`config.mk`:
```
export PLATFORM = sky130hd
export DESIGN_NAME = axi_lite_gpio
export DESIGN_NICKNAME = d
export VERILOG_FILES = /design/src/rtl/axi_lite_gpio_pkg.sv /design/src/rtl/axi_lite_gpio_wr_ch.sv /design/src/rtl/axi_lite_gpio.sv
export SDC_FILE = /design/constraint.sdc
export NUM_CORES = 1
export LEC_CHECK = 0
export ABC_AREA = 1
export CORE_MARGIN = 2
export CORE_UTILIZATION = 30
export DETAILED_ROUTE_END_ITERATION = 10
export PLACE_DENSITY = 0.63
export SETUP_SLACK_MARGIN = 0.4
export SYNTH_ARGS = -nofsm -noshare
export SYNTH_HDL_FRONTEND = slang
export SYNTH_HIERARCHICAL = 1
export SYNTH_SLANG_ARGS = --single-unit
```
`constraint.sdc`:
```
create_clock -name s_axi_aclk -period 2.3 [get_ports s_axi_aclk]
set_input_delay 0.46 -clock s_axi_aclk [delete_from_list [all_inputs] [get_ports s_axi_aclk]]
set_output_delay 0.46 -clock s_axi_aclk [all_outputs]
set_load 0.02 [all_outputs]
```
`src/rtl/axi_lite_gpio_pkg.sv`:
```
// rtl/axi_lite_gpio_pkg.sv - shared constants and channel decode for the AXI-Lite GPIO block
package axi_lite_gpio_pkg;

    localparam logic [1:0] RESP_OKAY   = 2'b00;
    localparam logic [1:0] RESP_SLVERR = 2'b10;

    localparam int          MAX_PORTS          = 4;
    localparam logic [31:0] DEFAULT_GPO_OFFSET = 32'h0000_0000;
    localparam logic [31:0] DEFAULT_GPI_OFFSET = 32'h0000_0010;
    localparam int          DEFAULT_ADDR_INC   = 4;

    typedef struct packed {
        logic       hit;
        logic [1:0] idx;
    } decode_t;

    // Word-aligned match of addr against offset + k*inc for the first count channels.
    function automatic decode_t decode_ch(
        input logic [31:0] addr,
        input logic [31:0] offset,
        input logic [31:0] inc,
        input int          count
    );
        decode_t r;
        r = '0;
        for (int k = 0; k < MAX_PORTS; k++) begin
            if (k < count &&
                {addr[31:2], 2'b00} == ((offset + 32'(k) * inc) & 32'hFFFF_FFFC)) begin
                r.hit = 1'b1;
                r.idx = 2'(k);
            end
        end
        return r;
    endfunction

endpackage

```
`src/rtl/axi_lite_gpio_wr_ch.sv`:
```
// rtl/axi_lite_gpio_wr_ch.sv - AW/W capture, join and B response for the GPIO slave
module axi_lite_gpio_wr_ch
    import axi_lite_gpio_pkg::*;
(
    input  logic        clk,
    input  logic        reset,
    input  logic [31:0] awaddr,
    input  logic        awvalid,
    output logic        awready,
    input  logic [31:0] wdata,
    input  logic [3:0]  wstrb,
    input  logic        wvalid,
    output logic        wready,
    output logic [1:0]  bresp,
    output logic        bvalid,
    input  logic        bready,
    output logic        wr_commit,
    output logic [31:0] wr_addr,
    output logic [31:0] wr_data,
    output logic [3:0]  wr_strb,
    input  logic        wr_ok
);

    logic aw_captured, w_captured;
    logic aw_hs, w_hs;
    logic aw_cap_n, w_cap_n, bvalid_n;

    assign aw_hs     = awvalid & awready;
    assign w_hs      = wvalid & wready;
    assign wr_commit = aw_captured & w_captured;

    always_comb begin
        aw_cap_n = wr_commit ? 1'b0 : (aw_captured | aw_hs);
        w_cap_n  = wr_commit ? 1'b0 : (w_captured | w_hs);
        bvalid_n = wr_commit | (bvalid & ~bready);
    end

    always_ff @(posedge clk) begin
        if (reset) begin
            aw_captured <= 1'b0;
            w_captured  <= 1'b0;
            awready     <= 1'b0;
            wready      <= 1'b0;
            bvalid      <= 1'b0;
            bresp       <= RESP_OKAY;
            wr_addr     <= '0;
            wr_data     <= '0;
            wr_strb     <= '0;
        end else begin
            aw_captured <= aw_cap_n;
            w_captured  <= w_cap_n;
            bvalid      <= bvalid_n;
            // Readies are computed from next state so they never accept a beat that would be dropped.
            awready     <= ~aw_cap_n & ~bvalid_n;
            wready      <= ~w_cap_n & ~bvalid_n;
            if (aw_hs) wr_addr <= awaddr;
            if (w_hs) begin
                wr_data <= wdata;
                wr_strb <= wstrb;
            end
            if (wr_commit) bresp <= wr_ok ? RESP_OKAY : RESP_SLVERR;
        end
    end

endmodule

```
`src/rtl/axi_lite_gpio.sv`:
```
// rtl/axi_lite_gpio.sv - AXI4-Lite slave with up to four GPO registers and four GPI ports
module axi_lite_gpio
    import axi_lite_gpio_pkg::*;
#(
    parameter int          I_PORT_COUNT        = 1,
    parameter int          O_PORT_COUNT        = 1,
    parameter logic [31:0] GPO_AXI_ADDR_OFFSET = DEFAULT_GPO_OFFSET,
    parameter logic [31:0] GPI_AXI_ADDR_OFFSET = DEFAULT_GPI_OFFSET,
    parameter int          ADDR_INC            = DEFAULT_ADDR_INC
) (
    input  logic        s_axi_aclk,
    input  logic        s_axi_areset,
    input  logic [31:0] s_axi_awaddr,
    input  logic [2:0]  s_axi_awprot,
    input  logic        s_axi_awvalid,
    output logic        s_axi_awready,
    input  logic [31:0] s_axi_wdata,
    input  logic [3:0]  s_axi_wstrb,
    input  logic        s_axi_wvalid,
    output logic        s_axi_wready,
    output logic [1:0]  s_axi_bresp,
    output logic        s_axi_bvalid,
    input  logic        s_axi_bready,
    input  logic [31:0] s_axi_araddr,
    input  logic [2:0]  s_axi_arprot,
    input  logic        s_axi_arvalid,
    output logic        s_axi_arready,
    output logic [31:0] s_axi_rdata,
    output logic [1:0]  s_axi_rresp,
    output logic        s_axi_rvalid,
    input  logic        s_axi_rready,
    input  logic [31:0] in0,
    input  logic [31:0] in1,
    input  logic [31:0] in2,
    input  logic [31:0] in3,
    output logic [31:0] out0,
    output logic [31:0] out1,
    output logic [31:0] out2,
    output logic [31:0] out3
);

    logic [31:0] out_regs [MAX_PORTS];
    logic [31:0] in_arr   [MAX_PORTS];

    logic        wr_commit;
    logic [31:0] wr_addr, wr_data;
    logic [3:0]  wr_strb;
    decode_t     wr_dec, rd_gpi, rd_gpo;
    logic        ar_hs, rvalid_n;
    logic        unused;

    assign unused = ^{s_axi_awprot, s_axi_arprot};

    assign in_arr[0] = in0;
    assign in_arr[1] = in1;
    assign in_arr[2] = in2;
    assign in_arr[3] = in3;

    assign out0 = out_regs[0];
    assign out1 = (O_PORT_COUNT > 1) ? out_regs[1] : '0;
    assign out2 = (O_PORT_COUNT > 2) ? out_regs[2] : '0;
    assign out3 = (O_PORT_COUNT > 3) ? out_regs[3] : '0;

    axi_lite_gpio_wr_ch u_wr_ch (
        .clk       (s_axi_aclk),
        .reset     (s_axi_areset),
        .awaddr    (s_axi_awaddr),
        .awvalid   (s_axi_awvalid),
        .awready   (s_axi_awready),
        .wdata     (s_axi_wdata),
        .wstrb     (s_axi_wstrb),
        .wvalid    (s_axi_wvalid),
        .wready    (s_axi_wready),
        .bresp     (s_axi_bresp),
        .bvalid    (s_axi_bvalid),
        .bready    (s_axi_bready),
        .wr_commit (wr_commit),
        .wr_addr   (wr_addr),
        .wr_data   (wr_data),
        .wr_strb   (wr_strb),
        .wr_ok     (wr_dec.hit)
    );

    assign wr_dec = decode_ch(wr_addr, GPO_AXI_ADDR_OFFSET, 32'(ADDR_INC), O_PORT_COUNT);
    assign rd_gpi = decode_ch(s_axi_araddr, GPI_AXI_ADDR_OFFSET, 32'(ADDR_INC), I_PORT_COUNT);
    assign rd_gpo = decode_ch(s_axi_araddr, GPO_AXI_ADDR_OFFSET, 32'(ADDR_INC), O_PORT_COUNT);

    always_ff @(posedge s_axi_aclk) begin
        if (s_axi_areset) begin
            for (int k = 0; k < MAX_PORTS; k++) out_regs[k] <= '0;
        end else if (wr_commit && wr_dec.hit) begin
            for (int b = 0; b < 4; b++) begin
                if (wr_strb[b]) out_regs[wr_dec.idx][8*b +: 8] <= wr_data[8*b +: 8];
            end
        end
    end

    assign ar_hs    = s_axi_arvalid & s_axi_arready;
    assign rvalid_n = ar_hs | (s_axi_rvalid & ~s_axi_rready);

    always_ff @(posedge s_axi_aclk) begin
        if (s_axi_areset) begin
            s_axi_arready <= 1'b0;
            s_axi_rvalid  <= 1'b0;
            s_axi_rdata   <= '0;
            s_axi_rresp   <= RESP_OKAY;
        end else begin
            s_axi_rvalid  <= rvalid_n;
            s_axi_arready <= ~rvalid_n;
            if (ar_hs) begin
                if (rd_gpi.hit) begin
                    s_axi_rdata <= in_arr[rd_gpi.idx];
                    s_axi_rresp <= RESP_OKAY;
                end else if (rd_gpo.hit) begin
                    s_axi_rdata <= out_regs[rd_gpo.idx];
                    s_axi_rresp <= RESP_OKAY;
                end else begin
                    s_axi_rdata <= '0;
                    s_axi_rresp <= RESP_SLVERR;
                end
            end
        end
    end

endmodule

```
==> metrics.txt <==
crit path DAT around 1.4 ns; CTS tree done; Reg2Reg Depth 7; initial antenna violation count 2; Switching Share 28.33%; Comb pwr share approximately 17%; PortBufs 205; clock tree sinks roughly 140; RePlAce Congestion slightly below 0.8; drt via density a little under 4; Peak VDD IR 0.4061 mV; YS warnings 6; initial DRC count 340; RSZ-0062 raised after global routing true; post-synthesis cell area just over 7000 um^2; Final Hold Viols 0; Layout area overhead 34.98%; Final setup viols 0; I/O pin count between 400 and 500; Worst-path clk slew ~0.060 ns; layout cells sized above 1 4.579%; WS Path Type flip-flop to output pin; Core ar. roughly 23000 um^2; clock network fraction of design power approximately two fifths; PD cells about 670 nW/um^2; vias in the first global route ~5300; Crit. End Element output pin; post-DP HPWL approximately 13000 um; Tmin final about 1.8 ns; Via Count just over 6000; gr ovfl total 0; Root Buffer Master clkbuf_16; internal cell power about 4.6 mW; CP max stage delay about 0.65 ns; status finished, final reports clean; initial core utilization 30.47%; Bufs and invs on worst path 1; CP Launch Point s_axi_rdata[20]$_SDFFE_PP0P_; CTS Hold Bufs 0; Num CTS Buffers 17; switching power ~1.8 mW; Nets 1451; first-pass GRT wire length between 20000 and 30000 um; worst skew pair latency around 0.41 ns; Worst Tran Pin Value 1.215 ns; setup tns final 0 ns; post-placement cell count 1510; R2R setup slack just under 0.6 ns; min-delay worst type flip-flop to flip-flop; Crit. path cell count 1; DRT Pass-1 Iters 5; H-tree lvl count 4; FF/Latch Area approximately 3100 um^2; DRC viols 0; reg2reg end out_regs[0][9]$_SDFFCE_PN0P_; fill cell count around 2400; CP max stage cell clkdlybuf4s50_1; Setup Skew ~0.0073 ns; DR WL/cell around 12 um; Finished Layout Cells between 1500 and 2000; die height between 150 and 200 um; # rows 56; crit path launch type flip-flop; syn avg cell area 6.951 um^2; fin. max-slew vios 0; post-CTS sizing 24; final worst-path cycle share about four fifths; gr usage total between 10% and 20%; Seq pwr share a little over two fifths; CP Max Fanout 2; pin count of the biggest net entering global routing 75; Reg-to-Reg Start u_wr_ch/wr_addr[9]$_SDFFE_PP0P_; Die Span X approximately 160 um; Mapped Cells approximately 1000; Setup Buffers After CTS 0; max_cap viols 0; utilization after layout between 40% and 50%; area occupied by multi-input gates 2781 um^2; Max Root-Sink Buffers 2; required time worst endpoint roughly 1.8 ns; P_leak about 4.7 nW; final antenna-violating net count 0; Routed WL ~18000 um; Worst slew margin 18.87%; crit path to s_axi_rdata[20]; f_max between 500 and 600 MHz; CP delay by family, top buffers and inverters; Die ar. ~25000 um^2; Cell Chain, Critical Path clkdlybuf4s50_1
## worst reg2reg max path, cell delays in order, from the launching register on
cell and delay [ns]:
dfxtp_1 0.31, nor2_1 0.11, nand2_1 0.06, nor2_1 0.12, nand2_1 0.10, nor2_4 0.20
nand4_2 0.29, nand2_4 0.23
## placed cells by master, fill, tap and decap left out, types with 17 or more instances in the layout
master           count
clkdlybuf4s50_1    174
dlygate4sd2_1       21
nand3_1             99
dfxtp_1            107
conb_1              98
clkbuf_16           17
nor2_1             263
nand2_1            199
edfxtp_1            32
inv_1              156
## registers in the layout (all words and copies together) (netlist names)
signal and flops:
u_wr_ch/aw_captured 1, u_wr_ch/awready 1, out_regs 32, u_wr_ch/wr_strb 4, u_wr_ch/bresp 1, u_wr_ch/wready 1
s_axi_rdata 32, s_axi_rvalid 1, s_axi_arready 1, u_wr_ch/wr_data 32, u_wr_ch/w_captured 1, u_wr_ch/bvalid 1
u_wr_ch/wr_addr 30, s_axi_rresp 1
## how the worst min path moves through the flow
| stage | start | cells after the start | to |
|---|---|---|---|
| after floorplan | u_wr_ch/w_captured$_SDFF_PP0_ | 2 | u_wr_ch/w_captured$_SDFF_PP0_ |
| after global placement | u_wr_ch/bresp[1]$_SDFFE_PP0P_ | 2 | u_wr_ch/bresp[1]$_SDFFE_PP0P_ |
| after detailed placement | u_wr_ch/bresp[1]$_SDFFE_PP0P_ | 2 | u_wr_ch/bresp[1]$_SDFFE_PP0P_ |
| after CTS | u_wr_ch/bresp[1]$_SDFFE_PP0P_ | 2 | u_wr_ch/bresp[1]$_SDFFE_PP0P_ |
| after global routing | u_wr_ch/bresp[1]$_SDFFE_PP0P_ | 2 | u_wr_ch/bresp[1]$_SDFFE_PP0P_ |
| final | u_wr_ch/bresp[1]$_SDFFE_PP0P_ | 2 | u_wr_ch/bresp[1]$_SDFFE_PP0P_ |
## cell type report
cell class                      count  area share, %
Timing Repair Buffer              213          22.63
Sequential cell                   139          32.23
Multi-Input combinational cell    680          28.89
Inverter                          159          6.200
Clock buffer                       17          4.419
Antenna cell                        1        0.02599
Clock inverter                     15          1.456
Tap cell                          319          4.146
## routing by layer
metal  share of wire, %  routed length, um  vias up  track usage [%]
li1                   -                  -     3220                -
met1                 44               7987     2599            17.84
met2                 44               8010      233            21.74
met3                 12               2095        8            6.378
met4               0.57                104        2            3.861
met5              0.071                 13        -                0
## metrics by stage
stage,power [mW],cell area [um^2],setup WS (ns),hold WS (ns)
floorplan,3.553,7492,0.6890,0.4566
global placement,3.863,9032,0.2307,0.4532
detailed placement,3.872,9032,0.1994,0.4694
CTS,6.545,9579,0.4011,0.4795
global route,6.780,9624,0.3638,0.5227
finish,6.450,9627,0.4555,0.4650
## power by group through the flow
stage	Clock [mW]	Sequential, mW	Combinational [mW]
2_1_floorplan	0	2.85	0.702
3_3_place_gp	0	2.79	1.08
3_5_place_dp	0	2.79	1.08
4_1_cts	2.73	2.74	1.08
5_1_grt	2.82	2.76	1.20
6_report	2.64	2.74	1.07
Note: power is estimated with default switching activity, not from simulation.
